===== config.mk =====
export PLATFORM = sky130hd
export DESIGN_NAME = div
export DESIGN_NICKNAME = d
export VERILOG_FILES = /design/src/rtl/div.sv
export SDC_FILE = /design/constraint.sdc
export NUM_CORES = 1
export LEC_CHECK = 0
export ABC_AREA = 1
export BUFFER_PORTS_ARGS = -buffer_cell sky130_fd_sc_hd__buf_2
export CAP_MARGIN = 10
export CORE_MARGIN = 1
export CORE_UTILIZATION = 44
export DETAILED_ROUTE_END_ITERATION = 10
export GPL_TIMING_DRIVEN = 0
export HOLD_SLACK_MARGIN = 0.08
export PLACE_DENSITY_LB_ADDON = 0.08
export SKIP_CTS_REPAIR_TIMING = 1
export SYNTH_ARGS = -nofsm -noshare
export SYNTH_HDL_FRONTEND = slang
export SYNTH_SLANG_ARGS = --single-unit
export TNS_END_PERCENT = 100

===== constraint.sdc =====
create_clock -name clk -period 3.2 [get_ports clk]
set_input_delay 0 -clock clk [delete_from_list [all_inputs] [get_ports clk]]
set_output_delay 0 -clock clk [all_outputs]
set_load 0.02 [all_outputs]

===== src/rtl/div.sv =====
// IEEE-754 binary32 divider (restoring, one quotient bit per cycle); DIV_ROUND_NEAREST_EN selects RNE, else truncate.
// Latency: done pulses exactly 28 clk after the accepting edge (unpack + 26 iterations + pack), specials included.
// Backpressure: none; start is ignored while busy, and busy is low in the done cycle so back-to-back starts are taken.
module div (
    input  logic        clk,
    input  logic        rst,
    input  logic        start,
    input  logic [31:0] A,
    input  logic [31:0] B,
    output logic [31:0] result,
    output logic        busy,
    output logic        done
);
    typedef enum logic [1:0] {S_IDLE, S_UNPACK, S_ITER, S_PACK} state_t;
    typedef enum logic [1:0] {K_NORM, K_NAN, K_INF, K_ZERO} kind_t;

    state_t             state, state_nxt;
    kind_t              kind_q, kind_d;
    logic [31:0]        a_q, b_q;
    logic [4:0]         cnt;
    logic [24:0]        rem;
    logic [23:0]        dvs;
    logic [25:0]        quo;
    logic signed [9:0]  exp_q, exp_d;
    logic               sign_q;

    // Operand classification; exponent-zero inputs are flushed to zero.
    logic [7:0]  ea, eb;
    logic        a_nan, b_nan, a_inf, b_inf, a_zero, b_zero;
    always_comb begin
        ea     = a_q[30:23];
        eb     = b_q[30:23];
        a_nan  = (ea == 8'hFF) && (a_q[22:0] != 23'd0);
        b_nan  = (eb == 8'hFF) && (b_q[22:0] != 23'd0);
        a_inf  = (ea == 8'hFF) && (a_q[22:0] == 23'd0);
        b_inf  = (eb == 8'hFF) && (b_q[22:0] == 23'd0);
        a_zero = (ea == 8'h00);
        b_zero = (eb == 8'h00);
        exp_d  = $signed({2'b00, ea}) - $signed({2'b00, eb}) + 10'sd127;
        if (a_nan || b_nan || (a_zero && b_zero) || (a_inf && b_inf))
            kind_d = K_NAN;
        else if (a_inf || b_zero)
            kind_d = K_INF;
        else if (a_zero || b_inf)
            kind_d = K_ZERO;
        else
            kind_d = K_NORM;
    end

    // Normalize, round and pack.
    logic [23:0]        mant;
    logic [24:0]        mant_rnd;
    logic               rnd_up;
    logic signed [9:0]  e_norm, e_fin;
    logic [31:0]        packed_res;
`ifdef DIV_ROUND_NEAREST_EN
    logic               guard, sticky;
`endif
    always_comb begin
        if (quo[25]) begin
            mant   = quo[25:2];
            e_norm = exp_q;
        end else begin
            mant   = quo[24:1];
            e_norm = exp_q - 10'sd1;
        end
`ifdef DIV_ROUND_NEAREST_EN
        guard  = quo[25] ? quo[1] : quo[0];
        sticky = (quo[25] & quo[0]) | (|rem);
        rnd_up = guard & (sticky | mant[0]);
`else
        rnd_up = 1'b0;
`endif
        mant_rnd = {1'b0, mant} + {24'd0, rnd_up};
        e_fin    = mant_rnd[24] ? e_norm + 10'sd1 : e_norm;
        case (kind_q)
            K_NAN:   packed_res = 32'h7FC00000;
            K_INF:   packed_res = {sign_q, 8'hFF, 23'd0};
            K_ZERO:  packed_res = {sign_q, 31'd0};
            default: begin
                if (e_fin >= 10'sd255)
                    packed_res = {sign_q, 8'hFF, 23'd0};
                else if (e_fin <= 10'sd0)
                    packed_res = {sign_q, 31'd0};
                else
                    packed_res = {sign_q, e_fin[7:0], mant_rnd[22:0]};
            end
        endcase
    end

    always_ff @(posedge clk) begin
        if (rst)
            state <= S_IDLE;
        else
            state <= state_nxt;
    end

    always_comb begin
        state_nxt = state;
        case (state)
            S_IDLE:   if (start) state_nxt = S_UNPACK;
            S_UNPACK: state_nxt = S_ITER;
            S_ITER:   if (cnt == 5'd25) state_nxt = S_PACK;
            default:  state_nxt = S_IDLE;
        endcase
    end

    always_comb begin
        busy = (state != S_IDLE);
    end

    logic [24:0] diff;
    always_comb begin
        diff = rem - {1'b0, dvs};
    end

    always_ff @(posedge clk) begin
        if (rst) begin
            a_q    <= 32'd0;
            b_q    <= 32'd0;
            cnt    <= 5'd0;
            rem    <= 25'd0;
            dvs    <= 24'd0;
            quo    <= 26'd0;
            exp_q  <= 10'sd0;
            sign_q <= 1'b0;
            kind_q <= K_NORM;
            result <= 32'd0;
            done   <= 1'b0;
        end else begin
            done <= 1'b0;
            case (state)
                S_IDLE: begin
                    if (start) begin
                        a_q <= A;
                        b_q <= B;
                    end
                end
                S_UNPACK: begin
                    sign_q <= a_q[31] ^ b_q[31];
                    exp_q  <= exp_d;
                    kind_q <= kind_d;
                    rem    <= {2'b01, a_q[22:0]};
                    dvs    <= {1'b1, b_q[22:0]};
                    quo    <= 26'd0;
                    cnt    <= 5'd0;
                end
                S_ITER: begin
                    // Remainder stays below 2*divisor, so 25 bits suffice after the shift.
                    if (rem >= {1'b0, dvs}) begin
                        rem <= {diff[23:0], 1'b0};
                        quo <= {quo[24:0], 1'b1};
                    end else begin
                        rem <= {rem[23:0], 1'b0};
                        quo <= {quo[24:0], 1'b0};
                    end
                    cnt <= cnt + 5'd1;
                end
                default: begin
                    result <= packed_res;
                    done   <= 1'b1;
                end
            endcase
        end
    end
endmodule


Yosys cells after proc, flatten, opt, wreduce, memory -nomap -nowiden --
Cells that the tools add are included. W data, S select, Z words.
Word-level totals: input port bits 67, register bits 192, output and inout port bits 34
Operators by class: bitwise gates (word level) 1, reductions and logical operators 23, equality and inequality tests 10, magnitude comparators 3, muxes and demuxes 17, add/subtract/negate cells 5
Operators by type and width (number):
- $pmux W32 S3 | 1
- $mux W31 | 2
- $pmux W26 S2 | 1
- $pmux W25 S2 | 1
- $logic_not A23 Y1 | 2
- $reduce_bool A23 Y1 | 2
- $ge A25 B24 Y1 | 1
- $mux W25 | 1
- $sub A24 B24 Y24 | 1
- $mux W23 | 1
- $eq A8 B8 Y1 const B | 2
- $logic_not A8 Y1 | 2
- $add A9 B8 Y10 const B | 1
- $ge A10 B9 Y1 const B | 1
- $le A10 B1 Y1 const B | 1
- $mux W10 | 1
- $mux W2 | 5
- $pmux W5 S2 | 1
- $sub A10 B2 Y10 const B | 1
- $sub A8 B8 Y9 | 1
- $eq A2 B2 Y1 const B | 3
- $logic_and A1 B1 Y1 | 6
- $pmux W2 S3 | 1
- $add A5 B1 Y5 const B | 1
- other kinds (10) | 19

Logic depth before layout (Yosys ltp) --
Gate-level depths: netlist (run 1).
depth after elaboration 6, depth in mapped cells 16

Least setup slack after synthesis (run 1) --
Ideal clock, no wire load.
path kind flip-flop to flip-flop, start point register a_q[23], end point register exp_q[7], setup time 0.109 ns, buffers on the path 0, arrival 1.930 ns, path slack 1.161 ns, stages on the path, launching flop included 14, clock period less this slack 2.039 ns, path through dfxtp_1 > inv_1 > ha_1 > inv_1 > fa_1 > xnor2_1 > and3_1 > nand2_1 > nor2_1 > nand3_1 > nand3_1 > nand3_1 > nand2_1 > inv_1
Between the ends: longest elaborated chain between the ends 2
Ends and longest elaborated chain:
- start, declared | RTL line 19 | logic [31:0] a_q, b_q;
- start signal, assigned | RTL line 119 | a_q <= 32'd0;
- start signal, assigned | RTL line 135 | a_q <= A;
- $sub A8 B8 Y9 | RTL line 39 | exp_d = $signed({2'b00, ea}) - $signed({2'b00, eb}) + 10'sd127;
- $add A9 B8 Y10 | RTL line 39
- end signal, assigned | RTL line 141 | exp_q <= exp_d;
- end, declared | RTL line 24 | logic signed [9:0] exp_q, exp_d;
No other way between the ends. A chain may end at the register's enable or synchronous reset.

Worst setup path in the final report (run 1) --
start point register dvs[18], end point register rem[22]
Between the ends: longest elaborated chain between the ends 3, elaborated cells between the ends (all ways) 4, classes of those cells 1 x add/sub; 1 x order compare; 2 x mux
Ends and longest elaborated chain:
- start, declared | RTL line 22 | logic [23:0] dvs;
- start signal, assigned | RTL line 144 | dvs <= {1'b1, b_q[22:0]};
- $sub A24 B24 Y24 / $ge A25 B24 Y1 (equally long branches) | RTL line 114, 150
- $mux W25 * | RTL line 150 | if (rem >= {1'b0, dvs}) begin
- $pmux W25 S2 * | RTL line 132 | case (state)
- end signal, assigned | RTL line 143 | rem <= {2'b01, a_q[22:0]};
- end signal, assigned | RTL line 151 | rem <= {diff[23:0], 1'b0};
- end signal, assigned | RTL line 154 | rem <= {rem[23:0], 1'b0};
- end, declared | RTL line 21 | logic [24:0] rem;
Mark *: on every way between the ends. The rest lies on a longest branch, timed or not.

==> results of run 1 <==
-- worst paths after layout --
| path | startpoint | end | slack [ps] |
|---|---|---|---|
| min reg2reg | quo[0] | quo[1] | 460 |
| min | B[9] | b_q[9] | 320 |
| max reg2reg | dvs[18] | rem[22] | 690 |
| max | dvs[18] | rem[22] | 690 |
-- power groups by stage --
stage          logic, mW  registers [mW]  clock network [mW]
2_1_floorplan       6.95            3.23                   0
3_3_place_gp        9.03            3.27                   0
3_5_place_dp        9.09            3.28                   0
4_1_cts             9.14            3.23                2.22
5_1_grt             10.5            3.30                2.30
6_report            9.27            3.23                2.17
-- cell usage in the layout, fill, tap and decap left out, drive strengths merged --
cell | Yosys | layout
a21boi | 1 | 1
dfxtp | 192 | 192
nand4 | 45 | 45
xor2 | 7 | 7
xnor2 | 10 | 10
clkinv | 2 | 10
dlygate4sd3 | 0 | 65
nand3b | 5 | 5
nor3 | 22 | 22
o31ai | 2 | 2
a21oi | 184 | 184
o21bai | 7 | 7
o21a | 2 | 2
nor2 | 163 | 163
o211a | 1 | 1
nand2 | 330 | 330
a21o | 2 | 2
clkbuf | 49 | 66
nor4 | 2 | 2
and3 | 1 | 1
nand3 | 100 | 100
o22ai | 16 | 16
a211oi | 7 | 7
fa | 2 | 2
a221oi | 1 | 1
clkinvlp | 0 | 1
o221ai | 1 | 1
a2bb2oi | 1 | 1
buf | 24 | 123
o21ai | 127 | 127
o211ai | 2 | 2
and2 | 1 | 1
nor3b | 1 | 1
inv | 223 | 229
ha | 44 | 44
a31oi | 5 | 5
-- metrics by stage --
| step | instance area, um^2 | power, mW | util (%) | setup slack, ps |
|---|---|---|---|---|
| global placement | 11410 | 12.31 | 48.61 | 771.1 |
| global route | 12670 | 16.15 | 54.00 | 522.9 |
| CTS | 12020 | 14.58 | 51.23 | 747.1 |
| detailed placement | 11410 | 12.37 | 48.61 | 784.8 |
| floorplan | 10520 | 10.18 | - | 1161 |
| finish | 12670 | 14.67 | 54.00 | 695.0 |
-- cell type report --
class	count	area [um^2]	area share, %
clock buffer	17	425.4	3.356
clock inverter	15	187.7	1.481
timing repair buffer	164	1146	9.042
multi-input combinational	1092	5513	43.49
buffer	73	315.3	2.488
sequential	192	3844	30.33
tap	319	399.1	3.149
inverter	225	844.6	6.663
-- worst max-delay path, stage by stage (launching register included) --
cell and delay (ps):
dfxtp_1 310, inv_1 100, ha_1 370, nand2_1 100, inv_1 80, nand2_1 110
nor3_1 290, nand3_2 300, nand3_4 250, buf_6 170, nand3_1 120, nand2_1 90
a21oi_1 60
-- logic make-up (layout without fill, tap and decap cells) --
logic type / count (synthesis) / after routing / share of synthesized area (%)
AO/OA/AOI/OAI: 359 / 359 / 18.22
XOR/XNOR: 17 / 17 / 1.416
adder cells (fa/ha/maj): 46 / 46 / 5.616
buffers and inverters: 298 / 494 / 11.03
flip-flops: 192 / 192 / 36.55
AND/OR/NAND/NOR: 670 / 670 / 27.17
-- metal layers --
metal	track usage [%]	wire, um	share of wire, %	vias up
li1	-	-	-	5521
met1	34.60	15170	50	4843
met2	39.94	13510	44	214
met3	3.822	1069	3.5	46
met4	8.730	701	2.3	0
met5	0	0	0	-
-- sequential cells by signal, indices dropped and copies added, names as in the netlist --
name / flops
sign_q: 1
b_q: 32
cnt: 5
quo: 26
state: 2
result: 32
exp_q: 10
dvs: 24
rem: 25
a_q: 32
done: 1
kind_q: 2
==> metrics, run 1 <==
outcome complete, no violations; maximum vdd ir drop 562.1 uV; combined global-route utilization of all metal layers 25.17%; Max Clock Skew 22.42 ps; kind of path behind the tightest hold check in2reg; cells after synthesis 1582; clock network power share 14.8%; Setup Total Neg Slack 0 ps; Post-layout nets 1878; number of fill cells in the layout 2433; DRC 0; mean instance size in the synthesized netlist 6.647 um^2; average via count per standard cell 5.066; combinational fraction of design power 63.2%; source-to-sink clock delay at the later pin of the worst-skew pair 450 ps; half-perimeter wire length after placement 23.25 mm; final max-slew violation count 0; CP arrival 2800 ps; switching share of power 51.74%; Worst Max-Slew Pin Slew 752.6 ps; number of max-cap violations 0; synth unique cells 46; power dissipated by switching net loads 7.589 mW; Lkg Pwr 5.626 nW; initial cell density of the core 44.80%; number of instances in the placed design 2000; category of the worst setup path capture point register; total vias in the final route 10620; Die Y 156.6 um; CTS root buffer clkbuf_16; post-route ant nets 0; number of clock sinks 192; cell taking the most area after synthesis dfxtp_1; Worst Hold Margin 321.6 ps; CTS HTree Levels 4; count of standard-cell rows 56; pin count of the biggest net entering global routing 22; max frequency 399.2 MHz; remaining global-route overflow 0; number of cells traversed by the worst hold path 4; leading post-synthesis cells by instance count 326 x nand2_1, 220 x inv_1, 192 x dfxtp_1; drt pass-1 iters 5; die area 24520 um^2; via count of the first global-routing pass 9814; fraction of synthesis flops using an asynchronous set or reset pin 0%; share of post-route cells with drive strength above 1 8.999%; CTS Buffer Depth 2; maximum fanout count along the critical path 10; wire length of the first global-routing pass 48.34 mm; portion of the post-synthesis area used by sequential elements 36.55%; Post-synth top flop dfxtp_1; layout overhead on the synthesized area 20.52%; Internal Pwr Total 7.079 mW; leading cell types by total area after synthesis dfxtp_1 37%, nand2_1 12%, a21oi_1 8.6%; Post-Synthesis Cell Area 10520 um^2; initial antenna violation count 0; Critical Setup Path Class reg2reg; count of routing violations after the opening detailed-route iteration 763; clock tree from TritonCTS done; slew margin rel. 49.83%; die width 156.6 um; RD Place Congestion 0.9388; portion of synthesized cell area occupied by the leading cell type 36.55%; flip-flop and latch count after synthesis 192; PwrDens 1157 nW/um^2; number of buffers added by the clock tree synthesis step 17; Final Hold Viols 0; number of cells on the worst reg-to-reg path 12; portion of total power attributed to sequential cells 22.0%; Port Buffers 99; Synth Warn # 0; routed wire length per instance 14.52 um; non-filler cells, final 2097; period utilization 78.28%; antenna cells 0; synthesized net count 1695; critical path startpoint category register; Final setup viols 0; top-count cell post-synth nand2_1; required time reported for the critical path endpoint 3500 ps; core outline area 23470 um^2; setup repair after global routing missed its margin false; clock slew at reported path FFs 80 ps; io pins 101; count of flip-flops with a built-in enable after synthesis 0; wire length after detailed routing 30.46 mm; crit path time final 2505 ps
Note: power is estimated with default switching activity, not from simulation.
==> run 2, diff against run 1 <==
==> constraint.sdc (replaced) <==
create_clock -name clk -period 2.5 [get_ports clk]
set_input_delay 0 -clock clk [delete_from_list [all_inputs] [get_ports clk]]
set_output_delay 0 -clock clk [all_outputs]
set_load 0.02 [all_outputs]
==> run 2 against run 1 <==
Compared with the run above: clock-buffer cell count stayed put; first-iteration DRC count is 0.26% lower; critical endpoint unchanged; largest cell class unchanged; die area stayed put; clock power is 28% higher; critical path depth stayed put; combinational power is 31% higher.
==> metrics, run 2 (synthesis gave the netlist of run 1 again) <==
delay contributed by the slowest stage of the critical path 400 ps (+30 ps); Final Hold Viols 0 (unchanged); RR Startpoint dvs[15]; initial cell density of the core 44.80% (unchanged); remaining global-route overflow 0 (unchanged); half-perimeter wire length after placement 23.25 mm (unchanged); count of standard-cell rows 56 (unchanged); DRC 0 (unchanged); Internal Pwr Total 9.241 mW (+31%); number of cells on the worst reg-to-reg path 12 (unchanged); Sequential Area 3844 um^2 (unchanged); Final setup viols 0 (unchanged); clock network power share 14.6% (-0.2 points); number of clock sinks 192 (unchanged); source-to-sink clock delay at the later pin of the worst-skew pair 450 ps (about the same); combined global-route utilization of all metal layers 25.17% (unchanged); layout overhead on the synthesized area 21.40%; Setup Total Neg Slack 0 ps (unchanged); die width 156.6 um (unchanged); clock slew at reported path FFs 80 ps (about the same); portion of total power attributed to sequential cells 21.7% (-0.3 points); slew margin rel. 49.07% (-0.75 points); power dissipated by switching net loads 9.821 mW (+29%); top library cells by usage in the layout, fill and taps aside 326 x nand2_1, 220 x inv_1, 192 x dfxtp_1; total vias in the final route 10710 (+0.77%); Post-layout nets 1881 (+0.16%); Max Clock Skew 18.51 ps (-3.904 ps); share of post-route cells with drive strength above 1 9.714% (+0.71 points); maximum vdd ir drop 753.3 uV (+34%); maximum fanout count along the critical path 10 (unchanged); total stage count of the critical path 12 (unchanged); outcome complete, no violations; PwrDens 1493 nW/um^2 (+29%); core outline area 23470 um^2 (unchanged); initial antenna violation count 0 (unchanged); CTS HTree Levels 4 (unchanged); critical path startpoint category register; Worst Max-Slew Pin Slew 763.9 ps (+11.27 ps); final max-slew violation count 0 (unchanged); RD Place Congestion 0.9388 (unchanged); leading cell type in the layout, fill and taps excluded nand2_1; end of the worst register-to-register path rem[22]; via count of the first global-routing pass 9814 (unchanged); wire length of the first global-routing pass 48.34 mm (unchanged); worst setup path endpoint rem[22]; CTS root buffer clkbuf_16; Die Y 156.6 um (unchanged); Critical Path Source dvs[15]; period utilization 92.56% (+14 points); Worst Hold Margin 323.0 ps (+1.455 ps); drt pass-1 iters 5 (unchanged); pin count of the biggest net entering global routing 22 (unchanged); kind of path behind the tightest hold check in2reg; worst-path cell with the longest stage delay ha_2; combined buffer and inverter count along the critical path 3 (unchanged); CTS Buffer Depth 2 (unchanged); routed wire length per instance 14.56 um (+0.26%); setup slack of the most critical reg-to-reg path 190 ps (-510 ps); Critical Setup Path Class reg2reg; area occupied by multi-input gates 5564 um^2 (+0.93%); Port Buffers 99 (unchanged); clock tree from TritonCTS done; number of max-cap violations 0 (unchanged); antenna cells 0 (unchanged); die area 24520 um^2 (unchanged); Top Family by Delay on Critical Path simple AND/OR/NAND/NOR gates; max frequency 432.1 MHz (+8.3%); combinational fraction of design power 63.7% (+0.5 points); post-route ant nets 0 (unchanged); CP arrival 2610 ps (-190 ps); required time reported for the critical path endpoint 2800 ps (-700 ps); wire length after detailed routing 30.58 mm (+0.41%); number of fill cells in the layout 2423 (-0.41%); average via count per standard cell 5.098 (+0.63%); Lkg Pwr 5.663 nW (+0.66%); crit path time final 2314 ps (-190.9 ps); number of buffers added by the clock tree synthesis step 17 (unchanged); count of routing violations after the opening detailed-route iteration 761 (-0.26%); io pins 101 (unchanged); cell chain of the critical path inv_1, ha_2, nand2_1, nor2_1, inv_1, nor2_2, nand3_4, nand3_4, buf_6, nand3_1, nand2_1, a21oi_1; total design power 19.06 mW (+30%); category of the worst setup path capture point register; biggest regs a_q x32, b_q x32, result x32; switching share of power 51.52% (-0.22 points)
run 2: cell count changes in the layout (fill, tap and decap cells not counted), sizes merged:
| cell | previous run | this run |
|---|---|---|
| clkbuf | 66 | 69 |
run 2: worst min-delay path by stage:
stage	cells after the start	slack, ps	start	end
floorplan	2	170	A[24]	a_q[24]
global placement	3	250	B[10]	b_q[10]
detailed placement	3	250	B[17]	b_q[17]
CTS	3	-210	B[17]	b_q[17]
global route	4	350	B[9]	b_q[9]
finish	4	320	B[9]	b_q[9]
run 2: per-stage QoR:
| stage | cells | cell area (um^2) | worst slack (ps) | util, % |
|---|---|---|---|---|
| 2_1_floorplan | 1582 | 10520 | 461.4 | - |
| 6_report | 2100 | 12770 | 185.9 | 54.39 |
| 4_1_cts | 2032 | 12020 | 47.09 | 51.23 |
| 5_1_grt | 2100 | 12770 | -4.365 | 54.39 |
| 3_3_place_gp | 2000 | 11410 | 71.13 | 48.61 |
| 3_5_place_dp | 2000 | 11410 | 84.77 | 48.61 |
run 2: layout make-up:
class | instances | area share [%]
multi-input combinational | 1092 | 43.58
sequential | 192 | 30.11
timing repair buffer | 167 | 9.251
inverter | 225 | 6.615
clock buffer | 17 | 3.332
tap | 319 | 3.126
buffer | 73 | 2.519
clock inverter | 15 | 1.470
run 2: metal layers:
metal | up-vias | wire length, um | GRT usage [%]
met3 | 46 | 1553 | 3.822
met2 | 259 | 13590 | 39.94
met4 | 0 | 692 | 8.730
met5 | - | 0 | 0
met1 | 4869 | 14750 | 34.60
li1 | 5532 | - | -
run 2: worst register-to-register path, stage by stage (launching register included):
cell     delay [ps]
dfxtp_1         310
inv_1           100
ha_2            400
nand2_1         130
nor2_1          170
inv_1            80
nor2_2          150
nand3_4         190
nand3_4         190
buf_6           170
nand3_1         130
nand2_1          90
a21oi_1          60
run 2: power groups by stage:
| stage | sequential [mW] | clock [mW] | combinational [mW] |
|---|---|---|---|
| after floorplan | 4.13 | 0 | 8.90 |
| after global placement | 4.19 | 0 | 11.6 |
| after detailed placement | 4.20 | 0 | 11.6 |
| after CTS | 4.13 | 2.84 | 11.7 |
| after global routing | 4.22 | 2.95 | 13.8 |
| final | 4.13 | 2.78 | 12.1 |
